### src/rtl/reg_bus_pkg.sv
// Shared encodings and defaults for the register-to-bus controller.
package reg_bus_pkg;

    localparam int unsigned DEF_WIDTH = 18;
    localparam int unsigned DEF_NREG  = 4;

    localparam logic [1:0] OP_NOP  = 2'b00;
    localparam logic [1:0] OP_READ = 2'b01;
    localparam logic [1:0] OP_LOAD = 2'b10;
    localparam logic [1:0] OP_SWAP = 2'b11;

    localparam logic [1:0] ST_IDLE = 2'd0;
    localparam logic [1:0] ST_SW_A = 2'd1;
    localparam logic [1:0] ST_SW_B = 2'd2;

    // True when a select index addresses an existing register.
    function automatic logic idx_ok(input int unsigned idx, input int unsigned nreg);
        return idx < nreg;
    endfunction

endpackage

### src/rtl/reg_bank.sv
// NREG x WIDTH register bank: two asynchronous read ports, one synchronous write port.
module reg_bank
    import reg_bus_pkg::*;
#(
    parameter int unsigned WIDTH = DEF_WIDTH,
    parameter int unsigned NREG  = DEF_NREG,
    localparam int unsigned AW   = $clog2(NREG)
) (
    input  logic             clk,
    input  logic             rst,
    input  logic             we,
    input  logic [AW-1:0]    waddr,
    input  logic [WIDTH-1:0] wdata,
    input  logic [AW-1:0]    raddr_a,
    output logic [WIDTH-1:0] rdata_a,
    input  logic [AW-1:0]    raddr_b,
    output logic [WIDTH-1:0] rdata_b
);

    logic [WIDTH-1:0] mem [NREG];

    // Storage update; writes to unimplemented indices are dropped.
    always_ff @(posedge clk or posedge rst) begin
        if (rst) begin
            for (int i = 0; i < int'(NREG); i++) begin
                mem[i] <= '0;
            end
        end else if (we && idx_ok(32'(waddr), NREG)) begin
            mem[waddr] <= wdata;
        end
    end

    // Unimplemented indices read back as zero.
    assign rdata_a = idx_ok(32'(raddr_a), NREG) ? mem[raddr_a] : '0;
    assign rdata_b = idx_ok(32'(raddr_b), NREG) ? mem[raddr_b] : '0;

endmodule

### src/rtl/reg_bus_ctrl.sv
// Register-to-bus controller: READ/LOAD/SWAP over a valid/ready command interface.
module reg_bus_ctrl
    import reg_bus_pkg::*;
#(
    parameter int unsigned WIDTH = DEF_WIDTH,
    parameter int unsigned NREG  = DEF_NREG,
    localparam int unsigned AW   = $clog2(NREG)
) (
    input  logic             clk,
    input  logic             rst,
    input  logic             cmd_valid,
    output logic             cmd_ready,
    input  logic [1:0]       cmd_op,
    input  logic [AW-1:0]    sel_a,
    input  logic [AW-1:0]    sel_b,
    input  logic [WIDTH-1:0] wr_data,
    output logic [WIDTH-1:0] bus,
    output logic [WIDTH-1:0] ar_bus,
    output logic             bus_valid,
    output logic             done,
    output logic             err
);

    logic [1:0]       state_q, state_d;
    logic [AW-1:0]    a_q, a_d, b_q, b_d;
    logic [WIDTH-1:0] tmp_q, tmp_d;
    logic [WIDTH-1:0] bus_d, ar_d;
    logic             bv_d, done_d, err_d;

    logic             we;
    logic [AW-1:0]    waddr, ra, rb;
    logic [WIDTH-1:0] wdata, rd_a, rd_b;
    logic             accept, a_ok, b_ok;

    assign cmd_ready = (state_q == ST_IDLE);
    assign accept    = cmd_valid & cmd_ready;
    assign a_ok      = idx_ok(32'(sel_a), NREG);
    assign b_ok      = idx_ok(32'(sel_b), NREG);

    reg_bank #(
        .WIDTH (WIDTH),
        .NREG  (NREG)
    ) u_bank (
        .clk     (clk),
        .rst     (rst),
        .we      (we),
        .waddr   (waddr),
        .wdata   (wdata),
        .raddr_a (ra),
        .rdata_a (rd_a),
        .raddr_b (rb),
        .rdata_b (rd_b)
    );

    // Next-state, bank access and next output values.
    always_comb begin
        state_d = state_q;
        a_d     = a_q;
        b_d     = b_q;
        tmp_d   = tmp_q;
        bus_d   = bus;
        ar_d    = ar_bus;
        bv_d    = 1'b0;
        done_d  = 1'b0;
        err_d   = 1'b0;
        we      = 1'b0;
        waddr   = a_q;
        wdata   = tmp_q;
        ra      = a_q;
        rb      = b_q;

        case (state_q)
            ST_IDLE: begin
                ra = sel_a;
                rb = sel_b;
                if (accept) begin
                    case (cmd_op)
                        OP_NOP: ;
                        OP_READ: begin
                            // Bank already returns zero for a bad index.
                            bus_d  = rd_a;
                            ar_d   = rd_b;
                            bv_d   = 1'b1;
                            done_d = 1'b1;
                            err_d  = ~(a_ok & b_ok);
                        end
                        OP_LOAD: begin
                            done_d = 1'b1;
                            if (a_ok) begin
                                we    = 1'b1;
                                waddr = sel_a;
                                wdata = wr_data;
                            end else begin
                                err_d = 1'b1;
                            end
                        end
                        OP_SWAP: begin
                            if (!(a_ok && b_ok)) begin
                                done_d = 1'b1;
                                err_d  = 1'b1;
                            end else if (sel_a == sel_b) begin
                                done_d = 1'b1;
                            end else begin
                                state_d = ST_SW_A;
                                a_d     = sel_a;
                                b_d     = sel_b;
                                tmp_d   = rd_a;
                                bus_d   = rd_a;
                                ar_d    = rd_a;
                            end
                        end
                        default: ;
                    endcase
                end
            end
            ST_SW_A: begin
                we      = 1'b1;
                waddr   = a_q;
                wdata   = rd_b;
                bus_d   = tmp_q;
                state_d = ST_SW_B;
            end
            ST_SW_B: begin
                we      = 1'b1;
                waddr   = b_q;
                wdata   = tmp_q;
                done_d  = 1'b1;
                state_d = ST_IDLE;
            end
            default: state_d = ST_IDLE;
        endcase
    end

    // State and registered outputs.
    always_ff @(posedge clk or posedge rst) begin
        if (rst) begin
            state_q   <= ST_IDLE;
            a_q       <= '0;
            b_q       <= '0;
            tmp_q     <= '0;
            bus       <= '0;
            ar_bus    <= '0;
            bus_valid <= 1'b0;
            done      <= 1'b0;
            err       <= 1'b0;
        end else begin
            state_q   <= state_d;
            a_q       <= a_d;
            b_q       <= b_d;
            tmp_q     <= tmp_d;
            bus       <= bus_d;
            ar_bus    <= ar_d;
            bus_valid <= bv_d;
            done      <= done_d;
            err       <= err_d;
        end
    end

endmodule

### config.mk
export PLATFORM = sky130hd
export DESIGN_NAME = reg_bus_ctrl
export DESIGN_NICKNAME = d
export VERILOG_FILES = /design/src/rtl/reg_bus_pkg.sv /design/src/rtl/reg_bank.sv /design/src/rtl/reg_bus_ctrl.sv
export SDC_FILE = /design/constraint.sdc
export NUM_CORES = 1
export LEC_CHECK = 0
export BUFFER_PORTS_ARGS = -buffer_cell sky130_fd_sc_hd__buf_2
export CAP_MARGIN = 20
export CORE_MARGIN = 10
export CORE_UTILIZATION = 60
export DETAILED_ROUTE_END_ITERATION = 10
export GPL_ROUTABILITY_DRIVEN = 1
export HOLD_SLACK_MARGIN = 0.03
export PLACE_DENSITY_LB_ADDON = 0.05
export SKIP_CTS_REPAIR_TIMING = 1
export SKIP_LAST_GASP = 1
export SYNTH_ARGS = -nofsm -noshare
export SYNTH_HDL_FRONTEND = slang
export SYNTH_SLANG_ARGS = --single-unit
export TNS_END_PERCENT = 1
### constraint.sdc
create_clock -name clk -period 4.3 [get_ports clk]
set_input_delay 0.43 -clock clk [delete_from_list [all_inputs] [get_ports clk]]
set_output_delay 0.43 -clock clk [all_outputs]
set_load 0.05 [all_outputs]
==> load_flow_metrics.sql <==
INSERT INTO impl_metrics (metric_group, metric, value, unit) VALUES
('clock_network', 'clock_tree_from_tritoncts', 'built', ''),
('timing', 'rsz_0062_raised_after_global_routing', 'false', ''),
('layout', 'drive_above_1_share', '21.0', '%'),
('layout', 'nNetsFinal', '779', ''),
('logic_synthesis', 'synthMostInstantiatedCell', 'sky130_fd_sc_hd__nand2_1', ''),
('setup_path', 'r2r_cells', '8', ''),
('layout', 'final_cell_area', '8090', 'um^2'),
('logic_synthesis', 'post_synthesis_area_per_instance', '10.3', 'um^2'),
('run', 'count_of_max_cap_constraint_violations', '0', ''),
('run_status', 'outcome', 'finished, final reports clean', ''),
('layout', 'fillers', '857', ''),
('placed_design', 'placedInstanceArea', '7470', 'um^2'),
('setup_path', 'critPathKind', 'flop to flop', ''),
('timing', 'final_hold_viol_count', '0', ''),
('setup_path', 'rr_startpoint', 'state_q[0]', ''),
('route', 'first_pass_iters', '5', ''),
('setup_path', 'r2r_slack', '0.86', 'ns'),
('logic_synthesis', 'synth.largest_area_cell', 'sky130_fd_sc_hd__dfrtp_1', ''),
('floorplan', 'die_h', '128', 'um'),
('logic_synthesis', 'share_of_the_synthesized_area_in_compound_gates_ao_oa_aoi_oai', '14.3', '%'),
('setup_path', 'setup.worst_path.end_class', 'flop', ''),
('floorplan', 'die_area', '16500', 'um^2'),
('route', 'route.vias.total', '5829', ''),
('logic_synthesis', 'number_of_enable_type_register_cells_in_the_synthesized_netlist', '0', ''),
('timing', 'clock_skew', '0.00702', 'ns'),
('placed_design', 'detailed_place_hpwl', '13.6', 'mm'),
('route', 'drtAntennaViolNets', '0', ''),
('setup_path', 'timing.critical_path.from_type', 'flop', ''),
('route', 'postRouteWirelength', '20.3', 'mm'),
('logic_synthesis', 'synth-warning-count', '0', ''),
('floorplan', 'ios', '67', ''),
('logic_synthesis', 'synth_seq_area_share', '47.6', '%'),
('layout', 'utilization', '70.5', '%'),
('setup_path', 'r2r-end', 'u_bank.mem[25]', ''),
('setup_path', 'worst-endpoint-arrival', '3.70', 'ns'),
('logic_synthesis', 'synthesis.nets', '722', ''),
('layout', 'insertedDiodeCount', '0', ''),
('logic_synthesis', 'synth_top_family_by_area', 'multiplexers', ''),
('power', 'power.density', '990', 'nW/um^2'),
('logic_synthesis', 'yosys-top-cells-count', 'sky130_fd_sc_hd__nand2_1, sky130_fd_sc_hd__dfrtp_1, sky130_fd_sc_hd__mux2i_1', ''),
('logic_synthesis', 'synthesis_stage_register_bit_count', '134', ''),
('logic_synthesis', 'ys_types', '47', ''),
('clock_network', 'clock_tree.root_cell', 'sky130_fd_sc_hd__clkbuf_16', ''),
('floorplan', 'starting_utilization_of_the_core_area', '61.5', '%'),
('route', 'via_to_cell_ratio', '6.48', ''),
('route', 'drt-initial-drc-count', '716', ''),
('floorplan', 'rows', '39', ''),
('setup_path', 'critPathMaxFanout', '18', ''),
('power', 'static-leakage-power', '3.87', 'nW'),
('clock_network', 'clk_latency', '0.42', 'ns'),
('logic_synthesis', 'yosys.area_share.xor_xnor', '0.497', '%'),
('placed_design', 'pre_cts_slack', '0.971', 'ns'),
('logic_synthesis', 'synth.area.mux_share', '18.2', '%'),
('layout', 'seqCellArea', '3350', 'um^2'),
('global_routing', 'grt_pass1_vias', '5604', ''),
('timing', 'min_period_over_period', '80.1', '%'),
('timing', 'report.final.slew_viol_count', '0', ''),
('global_routing', 'grt_pass1_wl', '31.9', 'mm'),
('power', 'peakVddDrop', '0.752', 'mV'),
('floorplan', 'die-width', '128', 'um'),
('logic_synthesis', 'synth_ff_type', 'sky130_fd_sc_hd__dfrtp_1', ''),
('timing', 'fin_tns_setup', '0', 'ns'),
('timing', 'timing.max_slew.rel_slack', '43.6', '%'),
('global_routing', 'antenna_violations_before_repair', '0', ''),
('clock_network', 'cts.sinks', '134', ''),
('logic_synthesis', 'synthArstFlopShare', '100', '%'),
('placed_design', 'io_buffers', '65', ''),
('logic_synthesis', 'mapped_cell_area', '7050', 'um^2'),
('logic_synthesis', 'synth.area.top_cells', 'sky130_fd_sc_hd__dfrtp_1, sky130_fd_sc_hd__nand2_1, sky130_fd_sc_hd__mux2i_1, sky130_fd_sc_hd__a21oi_1, sky130_fd_sc_hd__mux2_2', ''),
('timing', 'final.hold.worst_slack', '0.177', 'ns'),
('timing', 'finalWorstPathRequiredPeriod', '3.44', 'ns');
-- where the power goes --
group	leakage (nW)	switching, W	internal (W)
Clock	0.297	0.000538	0.000967
Sequential	1.68	0.000470	0.00184
Combinational	1.90	0.00270	0.00149
Total	3.87	0.00370	0.00430
-- worst max-delay path: stages, from the launching register on --
cell                       delay (ns)
sky130_fd_sc_hd__dfrtp_1         0.39
sky130_fd_sc_hd__inv_1           0.12
sky130_fd_sc_hd__ha_1            0.66
sky130_fd_sc_hd__mux2i_4         0.69
sky130_fd_sc_hd__buf_4           0.33
sky130_fd_sc_hd__mux2i_1         0.21
sky130_fd_sc_hd__mux2i_1         0.11
sky130_fd_sc_hd__a222oi_1        0.61
sky130_fd_sc_hd__mux2i_1         0.16
-- placed cells by master (no fill, tap or decap), types with 9 or more instances in the layout --
cell type / synthesis / final
sky130_fd_sc_hd__buf_2: 17 / 65
sky130_fd_sc_hd__mux4_2: 10 / 10
sky130_fd_sc_hd__o31ai_1: 14 / 14
sky130_fd_sc_hd__ha_1: 9 / 9
sky130_fd_sc_hd__a222oi_1: 13 / 13
sky130_fd_sc_hd__nand3_1: 13 / 13
sky130_fd_sc_hd__o21ai_0: 22 / 21
sky130_fd_sc_hd__mux2i_1: 55 / 55
sky130_fd_sc_hd__a31oi_1: 19 / 19
sky130_fd_sc_hd__clkbuf_16: 0 / 17
sky130_fd_sc_hd__a21oi_1: 51 / 51
sky130_fd_sc_hd__mux2_2: 22 / 22
sky130_fd_sc_hd__nor2_1: 34 / 34
sky130_fd_sc_hd__dfrtp_1: 134 / 134
sky130_fd_sc_hd__inv_1: 20 / 19
sky130_fd_sc_hd__nand2_1: 148 / 148
sky130_fd_sc_hd__buf_4: 5 / 22
-- cell type report --
class / instances / share of cell area, %
Tap cell: 143 / 2.21
Timing Repair Buffer: 88 / 6.31
Sequential cell: 134 / 41.5
Clock buffer: 19 / 5.35
Multi-Input combinational cell: 482 / 41.4
Inverter: 20 / 0.959
Clock inverter: 13 / 2.24
-- cells by family (layout without fill, tap and decap cells) --
group	Yosys count	in the layout
simple gates	216	216
compound gates	154	154
flops	134	134
mux	98	98
buf+inv	70	140
fa+ha+maj	9	9
xor+xnor	4	4
other cells	1	1
-- how the worst max path moves through the flow --
stage / start / endpoint / slack (ns) / depth (start not counted)
after floorplan: rst / a_q[0] / 0.29 / 1
final: state_q[0] / u_bank.mem[25] / 0.86 / 8
after detailed placement: state_q[0] / u_bank.mem[25] / 0.97 / 8
after CTS: state_q[0] / u_bank.mem[25] / 0.96 / 8
after global placement: state_q[0] / u_bank.mem[28] / 1.05 / 8
after global routing: state_q[0] / u_bank.mem[25] / 0.67 / 8
-- routing by layer --
metal,GRT usage (%),wire (um),vias to the layer above
li1,-,-,2575
met1,33.7,8460,2838
met2,36.7,9070,370
met3,8.46,2310,46
met4,7.68,444,0
met5,0,0,-
-- through the flow --
| stage | cells | total power (W) |
|---|---|---|
| after floorplan | 686 | 0.00537 |
| after global placement | 867 | 0.00634 |
| after detailed placement | 867 | 0.00646 |
| after CTS | 899 | 0.00797 |
| after global routing | 899 | 0.00844 |
| final | 899 | 0.00801 |
-- state kept, by name, indices dropped and copies added, names as in the netlist --
name	flops
bus	18
ar_bus	18
a_q	2
done	1
tmp_q	18
u_bank.mem	72
bus_valid	1
b_q	2
state_q	2
No activity file was read; power rests on OpenSTA's default activity.
